--- config.mk ---
export PLATFORM = sky130hd
export DESIGN_NAME = decode_stage
export DESIGN_NICKNAME = d
export VERILOG_FILES = /design/src/rtl/decode_stage_pkg.sv /design/src/rtl/decode_stage_alu_decoder.sv /design/src/rtl/decode_stage_decode_comb.sv /design/src/rtl/decode_stage.sv
export SDC_FILE = /design/constraint.sdc
export NUM_CORES = 1
export LEC_CHECK = 0
export BUFFER_PORTS_ARGS = -buffer_cell sky130_fd_sc_hd__buf_4
export CORE_MARGIN = 3
export CORE_UTILIZATION = 35
export CTS_CLUSTER_SIZE = 24
export DETAILED_ROUTE_END_ITERATION = 10
export PLACE_DENSITY_LB_ADDON = 0.05
export SYNTH_ARGS = -nofsm -noshare
export SYNTH_HDL_FRONTEND = slang
export SYNTH_SLANG_ARGS = --single-unit
--- constraint.sdc ---
create_clock -name clk -period 9 [get_ports clk]
set_input_delay 2.25 -clock clk [delete_from_list [all_inputs] [get_ports clk]]
set_output_delay 2.25 -clock clk [all_outputs]
set_load 0.03 [all_outputs]
--- src/rtl/decode_stage_pkg.sv ---
// Shared types for the decode stage: opcodes, ALU ops, the decoded bundle and the stage FSM states.
package decode_stage_pkg;

  // The bundle is sized for the widest datapath; narrower instances use the low XLEN bits.
  localparam int XLEN_MAX = 64;

  typedef enum logic [6:0] {
    OP_LOAD   = 7'b0000011,
    OP_IMM    = 7'b0010011,
    OP_AUIPC  = 7'b0010111,
    OP_STORE  = 7'b0100011,
    OP_REG    = 7'b0110011,
    OP_LUI    = 7'b0110111,
    OP_BRANCH = 7'b1100011,
    OP_JALR   = 7'b1100111,
    OP_JAL    = 7'b1101111
  } opcode_t;

  typedef logic [XLEN_MAX-1:0] imm_t;

  typedef enum logic [3:0] {
    ALU_ADD  = 4'd0,
    ALU_SUB  = 4'd1,
    ALU_SLL  = 4'd2,
    ALU_SLT  = 4'd3,
    ALU_SLTU = 4'd4,
    ALU_XOR  = 4'd5,
    ALU_SRL  = 4'd6,
    ALU_SRA  = 4'd7,
    ALU_OR   = 4'd8,
    ALU_AND  = 4'd9
  } alu_op_t;

  typedef enum logic [1:0] {DS_EMPTY, DS_FULL, DS_SKID} ds_state_t;

  typedef struct packed {
    imm_t       pc;
    opcode_t    opcode;
    logic [2:0] funct3;
    logic [6:0] funct7;
    logic [4:0] rd;
    logic [4:0] rs1;
    logic [4:0] rs2;
    imm_t       imm;
    alu_op_t    alu_control;
    logic       is_m;
    logic       illegal;
  } decode_bundle_t;

  localparam logic [6:0] F7_ZERO   = 7'b0000000;
  localparam logic [6:0] F7_ALT    = 7'b0100000;
  localparam logic [6:0] F7_MULDIV = 7'b0000001;

endpackage

--- src/rtl/decode_stage_alu_decoder.sv ---
// ALU operation select from opcode/funct3/funct7[5]; anything without an ALU role defaults to ADD.
module decode_stage_alu_decoder
  import decode_stage_pkg::*;
(
  input  opcode_t    opcode,
  input  logic [2:0] funct3,
  input  logic       funct7_5,
  output alu_op_t    alu_control
);

  // Register/immediate ops share the funct3 map; only register ops use funct7[5] to pick SUB.
  always_comb begin
    alu_control = ALU_ADD;
    if (opcode == OP_REG || opcode == OP_IMM) begin
      case (funct3)
        3'b000:  alu_control = (opcode == OP_REG && funct7_5) ? ALU_SUB : ALU_ADD;
        3'b001:  alu_control = ALU_SLL;
        3'b010:  alu_control = ALU_SLT;
        3'b011:  alu_control = ALU_SLTU;
        3'b100:  alu_control = ALU_XOR;
        3'b101:  alu_control = funct7_5 ? ALU_SRA : ALU_SRL;
        3'b110:  alu_control = ALU_OR;
        default: alu_control = ALU_AND;
      endcase
    end else if (opcode == OP_BRANCH) begin
      case (funct3[2:1])
        2'b10:   alu_control = ALU_SLT;
        2'b11:   alu_control = ALU_SLTU;
        default: alu_control = ALU_SUB;
      endcase
    end
  end

endmodule

--- src/rtl/decode_stage_decode_comb.sv ---
// Purely combinational instruction decoder: raw word + PC -> decode_bundle_t.
module decode_comb
  import decode_stage_pkg::*;
#(
  parameter int XLEN     = 32,
  parameter int EN_M_EXT = 0,
  parameter int EN_TRAP  = 1
) (
  input  logic [31:0]     instr,
  input  logic [XLEN-1:0] pc,
  output decode_bundle_t  dec
);

  opcode_t    opc;
  logic [2:0] f3;
  logic [6:0] f7, sh_f7;
  logic       is_r, is_i, is_s, is_b, is_u, is_j, known;
  logic       r_bad, i_bad, illegal, is_m;
  alu_op_t    alu_raw;

  decode_stage_alu_decoder u_alu_dec (
    .opcode      (opc),
    .funct3      (f3),
    .funct7_5    (instr[30]),
    .alu_control (alu_raw)
  );

  // Format classification and legality checks.
  always_comb begin
    opc   = opcode_t'(instr[6:0]);
    f3    = instr[14:12];
    f7    = instr[31:25];
    is_r  = (opc == OP_REG);
    is_i  = (opc == OP_IMM) || (opc == OP_LOAD) || (opc == OP_JALR);
    is_s  = (opc == OP_STORE);
    is_b  = (opc == OP_BRANCH);
    is_u  = (opc == OP_LUI) || (opc == OP_AUIPC);
    is_j  = (opc == OP_JAL);
    known = is_r | is_i | is_s | is_b | is_u | is_j;
    // RV64 shifts carry a 6-bit shamt, so instr[25] belongs to the shift amount there.
    sh_f7 = (XLEN == 64) ? {instr[31:26], 1'b0} : instr[31:25];
    r_bad = is_r && !((f7 == F7_ZERO) || (f7 == F7_ALT) || (EN_M_EXT != 0 && f7 == F7_MULDIV));
    r_bad = r_bad || (is_r && f7 == F7_ALT && !(f3 == 3'b000 || f3 == 3'b101));
    i_bad = (opc == OP_IMM) && (f3 == 3'b001 || f3 == 3'b101) &&
            !(sh_f7 == F7_ZERO || sh_f7 == F7_ALT);
    illegal = (EN_TRAP != 0) && ((instr[1:0] != 2'b11) || !known || r_bad || i_bad);
    is_m    = (EN_M_EXT != 0) && is_r && (f7 == F7_MULDIV);
  end

  // Field extraction; an illegal word keeps opcode/funct but zeroes registers, immediate and ALU op.
  always_comb begin
    dec        = '0;
    dec.pc     = imm_t'(pc);
    dec.opcode = opc;
    dec.funct3 = (is_r | is_i | is_s | is_b) ? f3 : 3'b000;
    dec.funct7 = (is_r | (opc == OP_IMM)) ? f7 : 7'b0000000;
    dec.is_m   = is_m & ~illegal;
    dec.illegal = illegal;
    if (!illegal) begin
      dec.rd  = (is_r | is_i | is_u | is_j) ? instr[11:7]  : 5'd0;
      dec.rs1 = (is_r | is_i | is_s | is_b) ? instr[19:15] : 5'd0;
      dec.rs2 = (is_r | is_s | is_b)        ? instr[24:20] : 5'd0;
      if (is_i)      dec.imm = {{52{instr[31]}}, instr[31:20]};
      else if (is_s) dec.imm = {{52{instr[31]}}, instr[31:25], instr[11:7]};
      else if (is_b) dec.imm = {{51{instr[31]}}, instr[31], instr[7], instr[30:25], instr[11:8], 1'b0};
      else if (is_j) dec.imm = {{43{instr[31]}}, instr[31], instr[19:12], instr[20], instr[30:21], 1'b0};
      else if (is_u) dec.imm = {{32{instr[31]}}, instr[31:12], 12'b0};
      dec.alu_control = is_m ? ALU_ADD : alu_raw;
    end
  end

endmodule

--- src/rtl/decode_stage.sv ---
// Registered decode stage: decoder, output register and 1-entry skid buffer under valid/ready.
module decode_stage
  import decode_stage_pkg::*;
#(
  parameter int XLEN     = 32,
  parameter int EN_M_EXT = 0,
  parameter int EN_TRAP  = 1
) (
  input  logic            clk,
  input  logic            reset,
  input  logic            flush,
  input  logic            in_valid,
  output logic            in_ready,
  input  logic [31:0]     in_instr,
  input  logic [XLEN-1:0] in_pc,
  output logic            out_valid,
  input  logic            out_ready,
  output logic [XLEN-1:0] out_pc,
  output logic [6:0]      out_opcode,
  output logic [2:0]      out_funct3,
  output logic [6:0]      out_funct7,
  output logic [4:0]      out_rd,
  output logic [4:0]      out_rs1,
  output logic [4:0]      out_rs2,
  output logic [XLEN-1:0] out_imm_ext,
  output logic [3:0]      out_alu_control,
  output logic            out_is_m,
  output logic            out_illegal
);

  ds_state_t      state;
  decode_bundle_t dec, out_q, skid_q;
  logic           accept;
  logic           unused_hi;

  decode_comb #(.XLEN(XLEN), .EN_M_EXT(EN_M_EXT), .EN_TRAP(EN_TRAP)) u_dec (
    .instr (in_instr),
    .pc    (in_pc),
    .dec   (dec)
  );

  assign accept = in_valid & in_ready & ~flush;

  // Handshake FSM; in_ready and out_valid are registered alongside the state.
  always_ff @(posedge clk or posedge reset) begin
    if (reset) begin
      state     <= DS_EMPTY;
      in_ready  <= 1'b1;
      out_valid <= 1'b0;
      out_q     <= '0;
      skid_q    <= '0;
    end else if (flush) begin
      state     <= DS_EMPTY;
      in_ready  <= 1'b1;
      out_valid <= 1'b0;
      out_q     <= '0;
      skid_q    <= '0;
    end else begin
      case (state)
        DS_EMPTY: if (accept) begin
          out_q     <= dec;
          out_valid <= 1'b1;
          state     <= DS_FULL;
        end
        DS_FULL: begin
          if (accept && !out_ready) begin
            skid_q   <= dec;
            in_ready <= 1'b0;
            state    <= DS_SKID;
          end else if (accept) begin
            out_q <= dec;
          end else if (out_ready) begin
            out_valid <= 1'b0;
            state     <= DS_EMPTY;
          end
        end
        DS_SKID: if (out_ready) begin
          out_q    <= skid_q;
          in_ready <= 1'b1;
          state    <= DS_FULL;
        end
        default: begin
          state     <= DS_EMPTY;
          in_ready  <= 1'b1;
          out_valid <= 1'b0;
        end
      endcase
    end
  end

  assign out_pc          = out_q.pc[XLEN-1:0];
  assign out_opcode      = out_q.opcode;
  assign out_funct3      = out_q.funct3;
  assign out_funct7      = out_q.funct7;
  assign out_rd          = out_q.rd;
  assign out_rs1         = out_q.rs1;
  assign out_rs2         = out_q.rs2;
  assign out_imm_ext     = out_q.imm[XLEN-1:0];
  assign out_alu_control = out_q.alu_control;
  assign out_is_m        = out_q.is_m;
  assign out_illegal     = out_q.illegal;
  // Upper bundle bits above XLEN are intentionally dropped on narrow instances.
  assign unused_hi       = ^{out_q.pc, out_q.imm};

endmodule

# ---- Word-level counts from Yosys, hierarchy flattened
# Cells that the tools add are included.
dict set report totals {
  reg_bits 336
  input_bits 69
  out_inout_bits 104
  elab_cells 144
}
dict set report classes {
  n_eq_ne 31
  mux 42
  bitwise_logic 13
  reduce_logical 33
}
# cell n
set op_table {}
lappend op_table {{$mux W166} 7}
lappend op_table {{$pmux W166 S3} 1}
lappend op_table {{$mux W64} 5}
lappend op_table {{$mux W83} 1}
lappend op_table {{$eq A7 B6 Y1 const B} 4}
lappend op_table {{$pmux W4 S7} 1}
lappend op_table {{$eq A7 B7 Y1 const B} 3}
lappend op_table {{$ne A3 B3 Y1 const B} 6}
lappend op_table {{$mux W5} 3}
lappend op_table {{$eq A7 B5 Y1 const B} 2}
lappend op_table {{$mux W2} 6}
lappend op_table {{$logic_or A1 B1 Y1} 11}
lappend op_table {{$mux W1} 10}
lappend op_table {{$or A1 B1 Y1} 10}
lappend op_table {{$eq A3 B3 Y1 const B} 3}
lappend op_table {{$ne A4 B4 Y1 const B} 2}
lappend op_table {{$eq A7 B2 Y1 const B} 1}
lappend op_table {{$logic_and A1 B1 Y1} 7}
lappend op_table {{$logic_not A7 Y1} 1}
lappend op_table {{$mux W7} 1}
lappend op_table {{$eq A2 B2 Y1 const B} 3}
lappend op_table {{$eq A3 B2 Y1 const B} 2}
lappend op_table {{$mux W3} 2}
lappend op_table {{$ne A2 B2 Y1 const B} 3}
lappend op_table {{17 further kinds} 24}

# ---- Longest topological paths before layout
dict set report depth {
  ltp_word 17
  depth_mapped 9
  mapped_depth_nobuf 5
}

# ---- By module
# From an unflattened synthesis, not the netlist that was laid out.
dict set report hier_totals {
  cells_unflattened 1213
  hier_area_um2 11172.0
}
# mod n_inst cells_per_inst area_each_um2 seq_area_each_um2
set modules_own_cells {}
lappend modules_own_cells {decode_stage 1 927 9236.4 5206.2}
lappend modules_own_cells {decode_comb 1 266 1775.5 0.0}
lappend modules_own_cells {decode_stage_alu_decoder 1 20 160.2 0.0}

# ---- Least setup slack after synthesis
# OpenSTA, ideal clock, no wires.
dict set report synth_timing {
  path_type {in2reg}
  start {in in_instr[2]}
  end {reg skid_q[11] (netlist bit)}
  setup_time_ps 122
  arrival_time_ps 3796
  required_time_ps 8878
  path_slack_ps 5083
  path_stages 7
  n_path_buf 2
  cell_sequence {nand4bb_2 or3_1 or3_1 buf_6 and3_4 buf_6 a32o_1}
}
dict set report synth_via {
  elab_chain_len 16
  word_cells_on_any_way 35
  cone_classes {9 x eq/ne; 8 x mux; 5 x bitwise; 13 x reduce/logical}
}
# element line
set synth_rtl {}
lappend synth_rtl {{start: declaration} decode_stage.sv:14} ;# input logic [31:0] in_instr,
lappend synth_rtl {{$eq A7 B5 Y1 or $eq A7 B2 Y1 (tied branches)} {decode_stage_decode_comb.sv:34, decode_stage_decode_comb.sv:44}}
lappend synth_rtl {{$logic_or A1 B1 Y1 (2 in series)} decode_stage_decode_comb.sv:34} ;# is_i = (opc == OP_IMM) || (opc == OP_LOAD) || (opc == OP_JALR);
lappend synth_rtl {{$or A1 B1 Y1 (5 in series)} decode_stage_decode_comb.sv:39} ;# known = is_r | is_i | is_s | is_b | is_u | is_j;
lappend synth_rtl {{$logic_not A1 Y1} decode_stage_decode_comb.sv:46} ;# illegal = (EN_TRAP != 0) && ((instr[1:0] != 2'b11) || !known || r_bad || i_bad);
lappend synth_rtl {{$logic_or A1 B1 Y1 (3 in series)} decode_stage_decode_comb.sv:46}
lappend synth_rtl {{$mux W83 (*)} decode_stage_decode_comb.sv:59} ;# if (!illegal) begin
lappend synth_rtl {{$mux W166 (*)} decode_stage.sv:66} ;# if (accept && !out_ready) begin
lappend synth_rtl {{$mux W166 (*)} decode_stage.sv:59} ;# case (state)
lappend synth_rtl {{$mux W166 (*)} decode_stage.sv:52} ;# end else if (flush) begin
lappend synth_rtl {{end signal: assignment} decode_stage.sv:51} ;# skid_q <= '0;
lappend synth_rtl {{end signal: assignment} decode_stage.sv:57} ;# skid_q <= '0;
lappend synth_rtl {{end signal: assignment} decode_stage.sv:67} ;# skid_q <= dec;
lappend synth_rtl {{end: declaration} decode_stage.sv:32} ;# decode_bundle_t dec, out_q, skid_q;
# Mark *: on every way between the ends. The rest lies on a longest branch, timed or not. The select of a mux whose other input is x is not followed.
# A chain may end at the register's enable or synchronous reset.

# ---- Worst setup path in the final report
dict set report layout_timing {
  start {in flush}
  end {reg skid_q[17] (netlist bit)}
}
dict set report layout_via {
  elab_chain_len 5
  word_cells_on_any_way 7
  cone_classes {1 x mux; 2 x bitwise; 4 x reduce/logical}
}
# element line
set layout_rtl {}
lappend layout_rtl {{start: declaration} decode_stage.sv:11} ;# input logic flush,
lappend layout_rtl {{$not A1 Y1} decode_stage.sv:42} ;# assign accept = in_valid & in_ready & ~flush;
lappend layout_rtl {{$and A1 B1 Y1} decode_stage.sv:42}
lappend layout_rtl {{$logic_and A1 B1 Y1} decode_stage.sv:66}
lappend layout_rtl {{$reduce_bool A2 Y1 (no line)} -}
lappend layout_rtl {{$reduce_and A2 Y1 (no line)} -}
# Parallel ways exist; a longest one is shown, timed or not.

==> results by stage <==
Outcome:
- The run finished with clean final reports.

Logic synthesis:
- Summed over its instances, the top area cell type makes up 52.9% of the synthesized netlist area.
- The number of nets in the synthesized netlist is 1088.
- After synthesis the netlist holds a flip-flop and latch count of 206.
- Sorting the synthesized cells by how often they occur yields sky130_fd_sc_hd__dfrtp_1, sky130_fd_sc_hd__nand2_1, sky130_fd_sc_hd__a21oi_1.
- The number of unique standard cell types used by synthesis is 65.
- The proportion of register bits with asynchronous set or reset after synthesis is 100%.
- The most used flip-flop cell after synthesis is sky130_fd_sc_hd__dfrtp_1.
- A synthesized cell averages 9.51 um^2.
- In this run, synthesis inferred 0 flip-flops with an integrated enable.
- After synthesis the cells add up to 9690 um^2.
- The post-synthesis cell type with the largest combined area is sky130_fd_sc_hd__dfrtp_1.
- The number of instances in the synthesized netlist is 1019.
- Yosys printed 0 warnings.
- The sequential area share after synthesis is 53.2%.
- Yosys instantiated no cell more often than sky130_fd_sc_hd__dfrtp_1.
- By area the synthesized netlist is led by sky130_fd_sc_hd__dfrtp_1, sky130_fd_sc_hd__nand2_1, sky130_fd_sc_hd__a21oi_1.

Clock tree:
- Buffers inserted during clock tree synthesis total 25.
- The clock transition time at the flip-flop clock pins of the worst setup and hold paths is 0.06 ns.
- The deepest level of the CTS H-tree is 1.
- Gates resized during post-CTS repair numbered 0.
- The clock root buffer is sky130_fd_sc_hd__clkbuf_16.
- The TritonCTS clock tree is done.
- For this design, the sink count on the clock tree is 206.
- The total of hold buffers inserted after clock tree synthesis is 0.
- Once the clock tree was built, the setup fixing pass inserted 0 buffers.
- For the worst-skew pair, the clock arrives at the later sink with an insertion delay of 0.52 ns.
- The buffer depth of the longest clock path is 3.

STA:
- For the finished layout, the period the worst path requires is 4.82 ns.
- Of the available clock period, the critical path in the final layout requires 53.6%.
- Derived from the worst setup path, the maximum achievable clock frequency is 207 MHz.
- The total setup violations reported at the end of the flow is 0.
- The number of pins with negative max-slew slack in the final report is 0.
- Setup repair after global routing left no endpoint under its margin.
- The setup TNS is 0 ns.
- For the pin with the worst max-slew slack, the measured transition is 1.05 ns.
- Headroom to the max-slew limit came out at 29.9%.
- The count of endpoints failing hold in the final timing report is 0.
- The clock arrives with 0.0113 ns of skew.

Drt:
- After detailed routing, the number of vias per cell comes to 5.30.
- The remaining routing DRC violations is 0.
- The number of vias in the routed layout is 8121.
- The number of nets with antenna violations after routing is 0.
- The detailed-router iteration count before antenna repair is 5.
- The overall routed net length is 30000 um.
- After the first detailed-routing iteration, the DRC count stood at 593.
- The average detailed-routed wire length per instance is 19.6 um.

Worst setup path:
- The buffer and inverter count on the worst path is 4.
- The worst setup path is captured at a register.
- The highest net fanout along the worst path is 82.
- The critical-path cell with the highest stage delay is sky130_fd_sc_hd__buf_4.
- The arrival time at the worst endpoint is 5.23 ns.
- The worst setup path is of the in -> reg kind.
- Counting stages on the worst path, the most repeated cell is sky130_fd_sc_hd__buf_4.
- The signal on the critical path passes through buf_4, inv_1, and4b_2, buf_4, nor2_4, buf_4, nand2_1, o21ai_0.
- The kind of cell with the highest combined delay along the critical path is buffers and inverters.
- The startpoint type of the worst setup path is a primary input.
- The delay of the slowest critical-path stage is 0.70 ns.
- For the worst setup path, the data required time is 9.41 ns.

Place:
- Port buffering added 171 buffers.
- The wire-length estimate of the detail-placed layout is 19200 um.
- The congestion estimate from routability-driven global placement came to 0.822.
- The number of cells in the design after placement is 1487.

GRT:
- The largest net degree at the start of global routing is 136.
- The total congestion overflow is 0.
- The number of global-route vias before repair was 8133.
- The number of antenna violations at the first check in global routing was 1.
- The total track usage is 20.0%.
- The first-pass GRT wire length is 47400 um.

Flow run:
- Across the run, the number of max-cap violations was 0.

Power and ir drop:
- The switching fraction of total power is 26.7%.
- For this design the static power due to leakage is 5.34 nW.
- The proportion of power drawn by combinational gates is 11.9%.
- Power spread over the standard cell area amounts to 180 nW/um^2.
- The part of the total power dissipated in the clock network is 43.2%.
- In this run the power spent charging and discharging nets is 0.575 mW.
- Across the VDD grid, the largest voltage drop is 0.117 mV.
- Sequential cells burn 44.9% of the power.
- The total power is 2.15 mW.
- The internal portion of the total power is 1.58 mW.

Worst hold path:
- The worst hold path belongs to the class reg -> reg.

Floorplan:
- The number of ports placed on the die boundary is 173.
- The die covers 29700 um^2.
- The die height is 172 um.
- The floorplan step set the die width to 172 um.
- The floorplan step defined a core boundary enclosing 27100 um^2.
- The number of cell rows is 60.
- The initial utilization of the core area, before any placement, comes to 35.8%.

Final layout:
- The area overhead of the layout relative to synthesis is 23.1%.
- The filler cells instantiated in the layout total 2707.
- The flip-flop and latch area is 5160 um^2.
- The multi-input combinational cells in the finished layout cover a total of 4130 um^2.
- The net count of the finished layout is 1211.
- The fraction of final layout cells with drive strength greater than 1 is 20.6%.
- The count of cells in the finished layout, fillers not included, comes to 1532.
-- area by class of cell --
cell class	instances	share of cell area (%)
repair buffers	183	11.5
clock inverters	6	0.315
flip-flops and latches	206	43.2
inverters	12	0.440
clock buffers	38	5.99
multi-input cells	714	34.6
well taps	372	3.90
diodes	1	0.0210
-- cells in the final DEF, fill, tap and decap left out, types with 3 or more instances in the layout --
cell	instances
sky130_fd_sc_hd__nand2b_1	9
sky130_fd_sc_hd__nor2_1	32
sky130_fd_sc_hd__dfrtp_1	205
sky130_fd_sc_hd__clkinv_2	4
sky130_fd_sc_hd__mux2i_1	37
sky130_fd_sc_hd__a22oi_1	26
sky130_fd_sc_hd__clkbuf_16	25
sky130_fd_sc_hd__nand4_1	4
sky130_fd_sc_hd__o22ai_1	3
sky130_fd_sc_hd__and3_1	39
sky130_fd_sc_hd__o31ai_1	59
sky130_fd_sc_hd__or3_1	4
sky130_fd_sc_hd__a22o_1	8
sky130_fd_sc_hd__o21ai_0	77
sky130_fd_sc_hd__buf_4	183
sky130_fd_sc_hd__inv_1	11
sky130_fd_sc_hd__nor2b_1	6
sky130_fd_sc_hd__a32oi_1	3
sky130_fd_sc_hd__clkbuf_8	4
sky130_fd_sc_hd__nand3_1	12
sky130_fd_sc_hd__o41ai_1	9
sky130_fd_sc_hd__a32o_1	11
sky130_fd_sc_hd__a21oi_1	104
sky130_fd_sc_hd__o211ai_1	10
sky130_fd_sc_hd__o21ai_1	8
sky130_fd_sc_hd__clkbuf_1	9
sky130_fd_sc_hd__nand3b_1	3
sky130_fd_sc_hd__nand2_1	204
-- sequential cells by signal, indices dropped and copies added, names as in the netlist --
name	cells
skid_q	101
out_illegal	1
out_rs1	5
out_alu_control	4
state	2
out_imm_ext	31
out_rd	5
out_funct7	7
out_rs2	5
out_funct3	3
out_pc	32
in_ready	1
out_opcode	7
out_valid	1
out_q	1
-- routing by layer --
metal | GRT usage (%) | up-vias | routed length [um]
met4 | 6.21 | 0 | 790
met3 | 3.20 | 40 | 1510
met2 | 32.0 | 221 | 14100
met5 | 0 | - | 0
met1 | 28.1 | 3969 | 13700
li1 | - | 3891 | -
-- cells by family after synthesis --
kind of cell,share of synthesized area (%)
other,0.0387
buffers and inverters,4.36
muxes,3.82
AOI/OAI and AO/OA,21.8
xor gates and xnor gates,0.181
DFF,53.2
and+or+nand+nor,16.6
-- tightest hold or removal path, cell delays in order (launching register included) --
cell and delay [ns]:
sky130_fd_sc_hd__dfrtp_1 0.34, sky130_fd_sc_hd__nand2_1 0.05, sky130_fd_sc_hd__o31ai_1 0.05
-- power by group through the flow --
stage / Combinational, mW / Clock (mW) / Sequential [mW]
4_1_cts: 0.261 / 0.960 / 0.966
3_3_place_gp: 0.261 / 0 / 0.982
2_1_floorplan: 0.111 / 0 / 1.02
5_1_grt: 0.281 / 1.00 / 0.968
3_5_place_dp: 0.260 / 0 / 0.983
6_report: 0.256 / 0.929 / 0.966
-- through the flow --
stage | hold WS [ns] | utilization (%) | setup WS [ns] | instance area [um^2]
finish | 0.473 | 44.0 | 4.18 | 11900
global route | 0.498 | 44.0 | 3.80 | 11900
CTS | 0.475 | 44.0 | 4.14 | 11900
detailed placement | 0.463 | 41.2 | 3.61 | 11200
global placement | 0.454 | 41.2 | 3.70 | 11200
floorplan | 0.442 | - | 1.13 | 9690
-- final timing paths --
check / from / end / slack, ns / cells after the start
hold reg to reg: out_pc[2] / out_pc[2] / 0.47 / 2
hold / removal: out_pc[2] / out_pc[2] / 0.47 / 2
setup reg to reg: state[1] / out_imm_ext[30] / 6.05 / 6
setup / recovery: flush / skid_q[17] / 4.18 / 8
max in group asynchronous: reset / out_imm_ext[5] / 5.60 / 3
min in group asynchronous: reset / out_rs2[3] / 1.92 / 2
Power figures use the tool's default switching activity.
